**src/rtl/hci_core_load_buffer_pkg.sv**
```systemverilog
// Shared types and helpers for the HCI core load buffer.
// Flags bundle and circular-pointer increment used by the buffer and its FIFO.
package hci_core_load_buffer_pkg;

   localparam int unsigned LB_DEPTH_DEF = 4;
   localparam int unsigned LB_CW_DEF    = $clog2(LB_DEPTH_DEF + 1);

   typedef struct packed {
      logic [LB_CW_DEF-1:0] occupancy;
      logic [LB_CW_DEF-1:0] outstanding;
      logic                 idle;
      logic                 err;
   } hci_load_buffer_flags_t;

   // Explicit wrap so DEPTH need not be a power of two.
   function automatic int unsigned lb_next_ptr(
      input int unsigned ptr,
      input int unsigned depth
   );
      return (ptr >= depth - 1) ? 0 : ptr + 1;
   endfunction

endpackage

```
**src/rtl/hci_core_load_buffer_fifo.sv**
```systemverilog
// Register-based circular response buffer, DEPTH x DATA_WIDTH.
// Push is never back-pressured; the owner guarantees a free slot.
module hci_core_load_buffer_fifo
   import hci_core_load_buffer_pkg::*;
#(
   parameter int unsigned DEPTH      = 4,
   parameter int unsigned DATA_WIDTH = 32,
   parameter int unsigned CW         = $clog2(DEPTH + 1)
) (
   input  logic                  clk_i,
   input  logic                  rst_ni,
   input  logic                  clear_i,
   input  logic                  push_i,
   input  logic [DATA_WIDTH-1:0] data_i,
   input  logic                  pop_i,
   output logic [DATA_WIDTH-1:0] data_o,
   output logic [CW-1:0]         count_o
);

   localparam int unsigned PW = (DEPTH > 1) ? $clog2(DEPTH) : 1;

   logic [DATA_WIDTH-1:0] mem_q [DEPTH];
   logic [PW-1:0]         head_q;
   logic [PW-1:0]         tail_q;
   logic [PW-1:0]         head_n;
   logic [PW-1:0]         tail_n;
   logic [CW-1:0]         count_q;
   logic [CW-1:0]         count_n;

   always_comb begin
      head_n  = PW'(lb_next_ptr(32'(head_q), DEPTH));
      tail_n  = PW'(lb_next_ptr(32'(tail_q), DEPTH));
      count_n = count_q;
      unique case ({push_i, pop_i})
         2'b10:   count_n = count_q + CW'(1);
         2'b01:   count_n = count_q - CW'(1);
         default: count_n = count_q;
      endcase
   end

   always_ff @(posedge clk_i) begin
      if (!rst_ni) begin
         head_q  <= '0;
         tail_q  <= '0;
         count_q <= '0;
      end else if (clear_i) begin
         head_q  <= '0;
         tail_q  <= '0;
         count_q <= '0;
      end else begin
         if (push_i) begin
            tail_q <= tail_n;
         end
         if (pop_i) begin
            head_q <= head_n;
         end
         count_q <= count_n;
      end
   end

   // Storage carries no reset; only pointers and count define validity.
   always_ff @(posedge clk_i) begin
      if (push_i) begin
         mem_q[tail_q] <= data_i;
      end
   end

   assign data_o  = mem_q[head_q];
   assign count_o = count_q;

endmodule

```
**src/rtl/hci_core_load_buffer.sv**
```systemverilog
// Credit-based load buffer between a streamer load port and the TCDM.
// Requests issue only when a response slot is reserved in the local FIFO.
module hci_core_load_buffer
   import hci_core_load_buffer_pkg::*;
#(
   parameter int unsigned DATA_WIDTH = 32,
   parameter int unsigned ADDR_WIDTH = 32,
   parameter int unsigned DEPTH      = 4,
   parameter int unsigned CW         = $clog2(DEPTH + 1)
) (
   input  logic                    clk_i,
   input  logic                    rst_ni,
   input  logic                    clear_i,
   input  logic                    enable_i,
   input  logic                    tgt_req_i,
   input  logic [ADDR_WIDTH-1:0]   tgt_add_i,
   output logic                    tgt_gnt_o,
   output logic [DATA_WIDTH-1:0]   tgt_r_data_o,
   output logic                    tgt_r_valid_o,
   input  logic                    tgt_lrdy_i,
   output logic                    ini_req_o,
   output logic [ADDR_WIDTH-1:0]   ini_add_o,
   output logic                    ini_wen_o,
   output logic [DATA_WIDTH/8-1:0] ini_be_o,
   output logic [DATA_WIDTH-1:0]   ini_data_o,
   input  logic                    ini_gnt_i,
   input  logic [DATA_WIDTH-1:0]   ini_r_data_i,
   input  logic                    ini_r_valid_i,
   output logic                    ini_lrdy_o,
   output logic [CW-1:0]           occupancy_o,
   output logic [CW-1:0]           outstanding_o,
   output logic                    idle_o,
   output logic                    err_o
);

   logic [CW-1:0] occ_q;
   logic [CW-1:0] out_q;
   logic [CW-1:0] out_n;
   logic [CW:0]   used_q;
   logic          credit_ok;
   logic          issue;
   logic          has_out;
   logic          retire;
   logic          spurious;
   logic          push;
   logic          pop;
   logic          err_q;

   // Credit uses registered counts only; a pop frees a slot next cycle.
   assign used_q    = {1'b0, occ_q} + {1'b0, out_q};
   assign credit_ok = used_q < (CW + 1)'(DEPTH);

   assign ini_req_o  = enable_i & tgt_req_i & credit_ok;
   assign ini_add_o  = tgt_add_i;
   assign tgt_gnt_o  = ini_req_o & ini_gnt_i;
   assign ini_wen_o  = 1'b1;
   assign ini_be_o   = '0;
   assign ini_data_o = '0;
   assign ini_lrdy_o = 1'b1;

   assign issue    = ini_req_o & ini_gnt_i;
   assign has_out  = out_q != '0;
   assign retire   = ini_r_valid_i & has_out;
   assign spurious = ini_r_valid_i & ~has_out;

   // A tracked response always has a reserved slot; a stray one only if free.
   assign push = retire | (spurious & (occ_q != CW'(DEPTH)));

   assign tgt_r_valid_o = enable_i & (occ_q != '0);
   assign pop           = tgt_r_valid_o & tgt_lrdy_i;

   always_comb begin
      out_n = out_q;
      unique case ({issue, retire})
         2'b10:   out_n = out_q + CW'(1);
         2'b01:   out_n = out_q - CW'(1);
         default: out_n = out_q;
      endcase
   end

   always_ff @(posedge clk_i) begin
      if (!rst_ni) begin
         out_q <= '0;
         err_q <= 1'b0;
      end else if (clear_i) begin
         out_q <= '0;
         err_q <= 1'b0;
      end else begin
         out_q <= out_n;
         if (spurious) begin
            err_q <= 1'b1;
         end
      end
   end

   hci_core_load_buffer_fifo #(
      .DEPTH      (DEPTH),
      .DATA_WIDTH (DATA_WIDTH),
      .CW         (CW)
   ) i_fifo (
      .clk_i   (clk_i),
      .rst_ni  (rst_ni),
      .clear_i (clear_i),
      .push_i  (push),
      .data_i  (ini_r_data_i),
      .pop_i   (pop),
      .data_o  (tgt_r_data_o),
      .count_o (occ_q)
   );

   assign occupancy_o   = occ_q;
   assign outstanding_o = out_q;
   assign idle_o        = (occ_q == '0) & (out_q == '0);
   assign err_o         = err_q;

endmodule

```
**config.mk**
```make
export PLATFORM = sky130hd
export DESIGN_NAME = hci_core_load_buffer
export DESIGN_NICKNAME = d
export VERILOG_FILES = /design/src/rtl/hci_core_load_buffer_pkg.sv /design/src/rtl/hci_core_load_buffer_fifo.sv /design/src/rtl/hci_core_load_buffer.sv
export SDC_FILE = /design/constraint.sdc
export NUM_CORES = 1
export LEC_CHECK = 0
export BUFFER_PORTS_ARGS = -buffer_cell sky130_fd_sc_hd__buf_2
export CAP_MARGIN = 20
export CORE_ASPECT_RATIO = 1.1
export CORE_UTILIZATION = 25
export CTS_CLUSTER_SIZE = 25
export DETAILED_ROUTE_END_ITERATION = 8
export GPL_ROUTABILITY_DRIVEN = 0
export REMOVE_ABC_BUFFERS = 1
export SYNTH_ARGS = -nofsm -noshare
export SYNTH_HDL_FRONTEND = slang
export SYNTH_SLANG_ARGS = --single-unit
```
**constraint.sdc**
```tcl
create_clock -name clk_i -period 2.1 [get_ports clk_i]
set_input_delay 0.42 -clock clk_i [delete_from_list [all_inputs] [get_ports clk_i]]
set_output_delay 0.42 -clock clk_i [all_outputs]
set_load 0.05 [all_outputs]
```
==> results of run 1 <==
-- worst max-delay path, cell delays in order (launching register included) --
cell	delay, ns
dfxtp_2	0.33
ha_4	0.24
nand4bb_4	0.22
a311oi_2	0.24
buf_4	0.16
and2_4	0.14
buf_8	0.14
-- flip-flops by register name, indices dropped and copies added (netlist names), named ones only --
signal	flops
i_fifo.mem_q	128
i_fifo.count_o	3
outstanding_o	3
i_fifo.head_q	2
i_fifo.tail_q	2
err_o	1
-- cell families after synthesis --
logic type / count (synthesis) / share of synthesized area (%)
adders and majority gates: 11 / 2.57
xor gates and xnor gates: 4 / 0.589
DFF: 141 / 69.0
buffers and inverters: 89 / 10.5
muxes: 34 / 12.5
other: 2 / 0.126
and+or+nand+nor: 30 / 2.86
AOI/OAI and AO/OA: 13 / 1.93
-- report_power, final --
part | switching [mW] | internal, mW | leakage [nW] | total, mW
logic | 0.494 | 0.222 | 1.10 | 0.715
clock network | 1.19 | 1.89 | 0.284 | 3.08
registers | 0.0200 | 3.13 | 1.28 | 3.15
total | 1.70 | 5.24 | 2.67 | 6.95
-- synth_stat cells, types with 2 or more instances --
library cell	instances
buf_6	3
ha_1	9
buf_4	70
edfxtp_1	128
or3_1	2
nor2_1	9
inv_1	11
fa_1	2
xor2_1	4
o21ai_0	3
dfxtp_1	13
mux4_2	32
a21oi_1	5
and2_1	5
conb_1	2
buf_2	4
nand2_1	5
-- stage by stage --
| step | util [%] | setup slack [ns] | TNS, ns | std cells | power (mW) |
|---|---|---|---|---|---|
| 2_1_floorplan | - | -1.73 | -60.47 | 282 | 3.67 |
| 3_5_place_dp | 28.4 | -0.148 | -0.338 | 686 | 3.85 |
| 4_1_cts | 32.6 | -0.211 | -3.31 | 722 | 7.03 |
| 6_report | 32.9 | -0.197 | -1.88 | 725 | 6.95 |
| 3_3_place_gp | 28.4 | -0.0875 | -0.173 | 686 | 3.83 |
| 5_1_grt | 32.9 | -0.285 | -4.10 | 725 | 7.21 |
-- area by class of cell --
| cell class | count | share of cell area, % |
|---|---|---|
| Sequential cell | 141 | 54.1 |
| Clock inverter | 15 | 2.47 |
| Tap cell | 300 | 4.94 |
| Multi-Input combinational cell | 130 | 18.9 |
| Clock buffer | 17 | 5.60 |
| Inverter | 11 | 0.543 |
| Timing Repair Buffer | 111 | 13.4 |
-- routing by layer --
metal  part of all wire (%)  track usage (%)  vias up
li1                       -                -     1303
met1                     40             12.0     1515
met2                     50             17.1      134
met3                    9.3             5.94        7
met4                   0.74             3.34        2
met5                   0.14                0        -
-- cell usage in the layout, fill, tap and decap left out, types with 9 or more instances in the layout --
cell and instances:
clkbuf_16 18, buf_2 47, conb_1 38, buf_4 16, edfxtp_1 128, buf_12 9
mux4_2 32, buf_6 33
-- path summary, 6_finish.rpt --
path	start	to
worst min register to register	i_fifo.head_q[0]$_SDFFE_PP0N_	flip-flop
worst max-delay path	i_fifo.count_o[2]$_SDFFE_PP0P_	tgt_gnt_o
worst min-delay path	ini_r_data_i[15]	i_fifo.mem_q[3][15]$_DFFE_PP_
worst max register to register	outstanding_o[2]$_SDFFE_PP0P_	i_fifo.count_o[2]$_SDFFE_PP0P_
-- what timing repair did --
item,4_1_cts,5_1_grt
setup buffers,2,3
pin swaps,8,7
gates resized for setup,83,17
endpoints found under the setup margin,38,38
gates cloned,2,1
==> results.ini, run 1 <==
[global_routing]
grt_pass1_wl_um=18600
grt_max_degree=33
grt_pass1_vias=3169
grt_overflow=0
grt_usage_pct=10.7
antenna_found_initial=1

[yosys]
syn_inst=324
netlist.area_leader.share_pct=64.6
synth-seq-cells=141
synth_cell_types=34
yosys_warnings=0
async_flop_share_pct=0
synth_area_leaders=edfxtp_1 (65%), mux4_2 (12%), buf_4 (8.8%), dfxtp_1 (4.4%), ha_1 (1.9%)
yosysTopAreaCell=edfxtp_1
syn_area_mm2=0.00595
yosysSeqAreaShare_pct=69.0
syn_area_per_cell_um2=18.4
synth_edf_count=128
synthFlopType=edfxtp_1

[power]
cellLeakagePower_nw=2.67
ir_drop_mv=0.473
p_per_area_mw_per_mm2=914

[layout]
fillers=2239
seqCellArea_mm2=0.00411
area_growth_syn_to_layout_pct=27.7
antenna_cells=0
multi_input_area_mm2=0.00144
drive_above_1_share_pct=48.5
nNetsFinal=495
fin_area_mm2=0.00760

[run_status]
violations=negative setup slack
outcome=finished with violations

[setup_path]
reg2reg_depth=11
required_ns=1.68
crit_fanout=2
critPathArrivalTime_ns=1.88
crit_type=reg2out
reg2reg_slack_ns=-0.15
endpoint_kind=output port
start_kind=flip-flop

[place]
dp_hpwl_um=7620
postPlaceCellArea_mm2=0.00655
io_buffers=82

[sta]
maxSlewViolCount=0
finClkSkew_ns=0.00909
setup_viol=22
fin_crit_sh_pct=109
period_needed_ns=2.30
final_hold_viol_count=0
fin_hold_ws_ns=0.226
finalWorstSetupSlack_ns=-0.197
fmax_mhz=435
grt_setup_unrepaired=yes

[die]
core_area_mm2=0.0231
die_y_um=164
start_util_pct=25.8
io_pins=185
die_area_mm2=0.0244
die_x_um=149
fp-row-count=58

[cts]
htreeDepth=4
cts_root_buf=clkbuf_16
clockBufferDepth=2
cts.sinks=141
numCtsBuffers=17
cts_tree=yes
insertion_delay_ns=0.41
hold_buffers=0
cts.clk_slew.worst_paths_ns=0.06

[route]
drc=0
post_drt_via_cell_ratio=4.08
firstDrtPassIters=4
drtAntennaViolNets=0
first_iter_violations=98
drt-total-wl_um=12400
avgRoutedWirePerCell_um=17.0
vias=2961

[job]
maxCapViolCount=0

[min_path]
min_path_cells=1
min_path_type=in2reg

Note: power is estimated with default switching activity, not from simulation.
==> inputs of run 2 (changes only) <==
--- a/config.mk
+++ b/config.mk
@@ -12,6 +12,7 @@
 export CTS_CLUSTER_SIZE = 25
 export DETAILED_ROUTE_END_ITERATION = 8
 export GPL_ROUTABILITY_DRIVEN = 0
+export PLACE_DENSITY = 0.48
 export REMOVE_ABC_BUFFERS = 1
 export SYNTH_ARGS = -nofsm -noshare
 export SYNTH_HDL_FRONTEND = slang
==> constraint.sdc (replaced) <==
create_clock -name clk_i -period 2.5 [get_ports clk_i]
set_input_delay 0.5 -clock clk_i [delete_from_list [all_inputs] [get_ports clk_i]]
set_output_delay 0.5 -clock clk_i [all_outputs]
set_load 0.05 [all_outputs]
==> results.ini, run 2 (synthesized netlist as in run 1, its figures left out) <==
[run_status]
outcome=completed

[global_routing]
grt_max_degree=33
antenna_found_initial=0
grt_util_met2_pct=15.6
grt.met3_usage_pct=5.25
grt.met1_usage_pct=11.9
grt_pass1_vias=2947
grt_pass1_wl_um=17300
grt.busiest_layer=met2
grt_usage_pct=10.1
grt_overflow=0

[route]
first_iter_violations=208
drt-total-wl_um=12000
avgRoutedWirePerCell_um=17.1
drc=0
drtAntennaViolNets=0
post_drt_via_cell_ratio=4.08
vias=2869
firstDrtPassIters=4

[power]
pwr-share-seq_pct=47.4
p_sw_mw=1.30
pwr-share-clk_pct=43.4
power_frac_comb_pct=9.2
ir_drop_mv=0.357
swShare_pct=23.2
p_per_area_mw_per_mm2=800
cellLeakagePower_nw=2.45
cell_internal_pwr_mw=4.30

[die]
core_area_mm2=0.0231
die_x_um=149
fp-row-count=58
die_area_mm2=0.0244
io_pins=185
die_y_um=164
start_util_pct=25.8

[cts]
numCtsBuffers=17
hold_buffers=0
cts.sinks=141
htreeDepth=4
insertion_delay_ns=0.42
post-cts-setup-buffers=0
clockBufferDepth=2
cts_tree=yes
cts.clk_slew.worst_paths_ns=0.06
cts_root_buf=clkbuf_16

[layout]
final_common_cell=edfxtp_1
layout_common_cells=edfxtp_1 (128), buf_2 (81), conb_1 (38)
regMostFlops=i_fifo.mem_q
fin_area_mm2=0.00699
largest_register_ffs=128
area_growth_syn_to_layout_pct=17.5
antenna_cells=0
fin_util_pct=30.3
nNetsFinal=474
drive_above_1_share_pct=40.1

[setup_path]
critPathArrivalTime_ns=1.89
crit_fanout=5
cp_top_family=flip-flops
cpPeakStageDelay_ns=0.47
cpMaxStageDelayCell=dfxtp_1
cp_cell_sequence=ha_1, a311oi_2, and2_1, buf_4
endpoint_kind=output port
crit_type=reg2out
required_ns=2.00
start_kind=flip-flop
worst-path-buf-inv=1

[job]
maxCapViolCount=0

[sta]
fin_crit_sh_pct=95.5
setup_viol=0
period_needed_ns=2.39
finClkSkew_ns=0.0170
maxSlewViolCount=0
final_hold_viol_count=0
grt_setup_unrepaired=no
tns_ns=0
fmax_mhz=419

[min_path]
min_path_type=in2reg

[place]
postPlaceCellArea_mm2=0.00642
io_buffers=82
dp_hpwl_um=7630

run 2: metrics by stage:
step | setup WS, ns | hold WS (ns) | cells | total power [mW]
2_1_floorplan | -1.33 | 0.468 | 282 | 3.08
3_3_place_gp | 0.171 | 0.456 | 672 | 3.21
3_5_place_dp | 0.0707 | 0.458 | 672 | 3.22
4_1_cts | 0.0464 | 0.279 | 704 | 5.67
5_1_grt | 0.0107 | 0.285 | 704 | 5.79
6_report | 0.112 | 0.295 | 704 | 5.60
run 2: worst paths after layout:
check | depth (start not counted) | slack, ns | from | end
worst max-delay path | 4 | 0.11 | outstanding_o[1]$_SDFFE_PP0P_ | tgt_gnt_o
worst min register to register | 2 | 0.49 | err_o$_SDFFE_PP0P_ | err_o$_SDFFE_PP0P_
worst max register to register | 9 | 0.18 | outstanding_o[1]$_SDFFE_PP0P_ | i_fifo.count_o[2]$_SDFFE_PP0P_
worst min-delay path | 1 | 0.30 | ini_r_data_i[31] | i_fifo.mem_q[3][31]$_DFFE_PP_
run 2: power by group through the flow:
stage	logic [mW]	clock network [mW]	registers, mW
floorplan	0.369	0	2.71
global placement	0.512	0	2.70
detailed placement	0.518	0	2.70
CTS	0.520	2.49	2.65
global route	0.542	2.59	2.66
finish	0.514	2.43	2.65
run 2: repair_timing:
action / in CTS / in global routing
pin swaps: 0 / 1
gates resized for setup: 3 / 1
endpoints found under the setup margin: 2 / 2
gates cloned: 0 / 0
run 2: worst reg2reg max path: cells and delay by family (launching register included):
family,cells,cell delay [ns]
xor+xnor,1,0.16
buf+inv,2,0.14
fa+ha+maj,2,0.56
flops,1,0.38
simple gates,2,0.69
compound gates,2,0.31
run 2: cell type report:
type / count / area, um^2
Multi-Input combinational cell: 130 / 1370
Timing Repair Buffer: 90 / 536
Clock inverter: 11 / 124
Tap cell: 300 / 375
Inverter: 11 / 41.3
Fill cell: 2299 / 16100
Clock buffer: 21 / 440
Sequential cell: 141 / 4110
run 2: routing by layer:
| layer | vias to the layer above | wire (um) |
|---|---|---|
| li1 | 1255 | - |
| met1 | 1462 | 5110 |
| met2 | 141 | 5630 |
| met3 | 11 | 1130 |
| met4 | 0 | 157 |
| met5 | - | 0 |
==> inputs of run 3 (changes only) <==
--- a/config.mk
+++ b/config.mk
@@ -5,6 +5,7 @@
 export SDC_FILE = /design/constraint.sdc
 export NUM_CORES = 1
 export LEC_CHECK = 0
+export ABC_AREA = 1
 export BUFFER_PORTS_ARGS = -buffer_cell sky130_fd_sc_hd__buf_2
 export CAP_MARGIN = 20
 export CORE_ASPECT_RATIO = 1.1
@@ -17,3 +18,4 @@
 export SYNTH_ARGS = -nofsm -noshare
 export SYNTH_HDL_FRONTEND = slang
 export SYNTH_SLANG_ARGS = --single-unit
+export TNS_END_PERCENT = 100
==> constraint.sdc (replaced) <==
create_clock -name clk_i -period 2.25 [get_ports clk_i]
set_input_delay 0.45 -clock clk_i [delete_from_list [all_inputs] [get_ports clk_i]]
set_output_delay 0.45 -clock clk_i [all_outputs]
set_load 0.05 [all_outputs]
==> results.ini, run 3 <==
[cts]
hold_buffers=0
htreeDepth=4
clockBufferDepth=2
cts_root_buf=clkbuf_16
numCtsBuffers=17
cts_tree=yes
cts.clk_slew.worst_paths_ns=0.06
insertion_delay_ns=0.41
cts.sinks=141

[power]
ir_drop_mv=0.416
cellLeakagePower_nw=2.71
p_per_area_mw_per_mm2=875
finalPower_mw=6.28

[place]
dp_slack_ns=0.178
postPlaceCellArea_mm2=0.00654
placed_cells=843
dp_hpwl_um=8800
io_buffers=82

[global_routing]
grt_pass1_wl_um=21300
grt_max_degree=65
grt_usage_pct=11.6
grt_pass1_vias=3749
grt_overflow=0
antenna_found_initial=3

[route]
drc=0
drtAntennaViolNets=0
drt-total-wl_um=14700
vias=3821
post_drt_via_cell_ratio=4.36
avgRoutedWirePerCell_um=16.8
firstDrtPassIters=6
first_iter_violations=174

[yosys]
synth_area_leaders=edfxtp_1 (63%), buf_4 (8.9%), nor2_1 (5.0%), dfxtp_1 (4.2%), o21ai_0 (3.3%)
syn_area_mm2=0.00613
yosys_warnings=0
yosysSeqAreaShare_pct=66.9
async_flop_share_pct=0
synth_commonest_cells=edfxtp_1 (128), nor2_1 (81), buf_4 (73), o21ai_0 (41), o22ai_1 (32)
syn_inst=497
yosysMostFrequentCell=edfxtp_1
netlist.area_leader.share_pct=62.7
synth_edf_count=128
synthFlopType=edfxtp_1
syn_area_per_cell_um2=12.3
synth-seq-cells=141
yosysTopAreaCell=edfxtp_1
synth_cell_types=25

[sta]
final_hold_viol_count=0
setup_viol=0
finClkSkew_ns=0.0107
period_needed_ns=2.16
fmax_mhz=464
finalWorstSetupSlack_ns=0.0931
maxSlewViolCount=0
grt_setup_unrepaired=no
fin_crit_sh_pct=95.9
tns_ns=0

[layout]
regMostFlops=i_fifo.mem_q
fin_cells=876
area_growth_syn_to_layout_pct=17.1
layout_common_cells=edfxtp_1 (128), nor2_1 (81), buf_2 (67)
nNetsFinal=641
drive_above_1_share_pct=25.2
fillers=2415
final_common_cell=edfxtp_1
antenna_cells=0
fin_area_mm2=0.00718
largest_register_ffs=128

[die]
die_y_um=166
start_util_pct=25.7
die_x_um=151
fp-row-count=59
io_pins=185
core_area_mm2=0.0238
die_area_mm2=0.0252

[setup_path]
critPathArrivalTime_ns=1.71
required_ns=1.80
start_kind=flip-flop
endpoint_kind=output port
crit_type=reg2out
crit_fanout=26

[min_path]
min_path_type=in2reg

[job]
maxCapViolCount=0

[run_status]
outcome=completed

-- run 3: cell count changes after synthesis, sizes merged, moves of 3 or more --
cell / before / now
o21ai: 3 / 69
nand2: 5 / 17
nor2: 10 / 88
o22ai: 0 / 32
inv: 11 / 30
and2: 5 / 0
mux4: 32 / 0
buf: 77 / 88
xor2: 4 / 0
or3: 3 / 0
nand3: 1 / 9
-- run 3: cells by family (layout without fill, tap and decap cells) --
family / Yosys count / after routing / synth area share (%)
flip-flops: 141 / 141 / 66.9
buffers and inverters: 119 / 157 / 13.1
AND/OR/NAND/NOR: 116 / 116 / 7.87
AO/OA/AOI/OAI: 108 / 108 / 9.52
adder cells (fa/ha/maj): 11 / 11 / 2.49
other: 2 / 38 / 0.122
-- run 3: final timing paths --
| check | startpoint | endpoint | slack (ns) | cells past startpoint |
|---|---|---|---|---|
| worst max-delay path | flip-flop | tgt_r_data_o[6] | 0.09 | 4 |
| worst min-delay path | clear_i | outstanding_o[0]$_SDFFE_PP0P_ | 0.22 | 2 |
| worst max register to register | i_fifo.count_o[1]$_SDFFE_PP0P_ | outstanding_o[2]$_SDFFE_PP0P_ | 0.21 | 13 |
| worst min register to register | err_o$_SDFFE_PP0P_ | err_o$_SDFFE_PP0P_ | 0.48 | 1 |
-- run 3: area by class of cell --
type,instances,area (um^2),area share (%)
clock buffers,17,425,5.92
multi-input cells,273,1380,19.2
clock inverters,15,138,1.92
well taps,305,382,5.31
repair buffers,94,611,8.50
inverters,30,125,1.74
repair inverters,1,8.76,0.122
flip-flops and latches,141,4110,57.2
-- run 3: what timing repair did --
action	4_1_cts	5_1_grt
buffers inserted	0	0
gates resized for setup	8	23
setup endpoints to repair	20	27
gates cloned	0	1
hold endpoints to repair	0	0
-- run 3: critical path: stages, from the launching register on --
cell and delay, ns:
dfxtp_4 0.46, buf_8 0.22, o21ai_0 0.12, o22ai_1 0.19
buf_2 0.29
-- run 3: layer usage --
layer / wire, um / vias to the layer above / share of wire, % / global-route usage, %
met1: 5870 / 1855 / 40 / 13.1
li1: - / 1768 / - / -
met2: 7100 / 173 / 48 / 18.5
met4: 168 / 6 / 1.1 / 3.39
met3: 1530 / 19 / 10 / 6.46
met5: 30 / - / 0.20 / 0.800
-- run 3: through the flow --
step / utilization [%] / hold slack, ns
final: 30.1 / 0.224
after global routing: 30.1 / 0.221
after CTS: 29.9 / 0.199
after detailed placement: 27.4 / 0.459
after global placement: 27.4 / 0.473
after floorplan: - / 0.497
-- run 3: where the power goes --
part,internal [mW],switching (mW)
Clock,1.53,1.09
Sequential,2.94,0.0233
Combinational,0.148,0.556
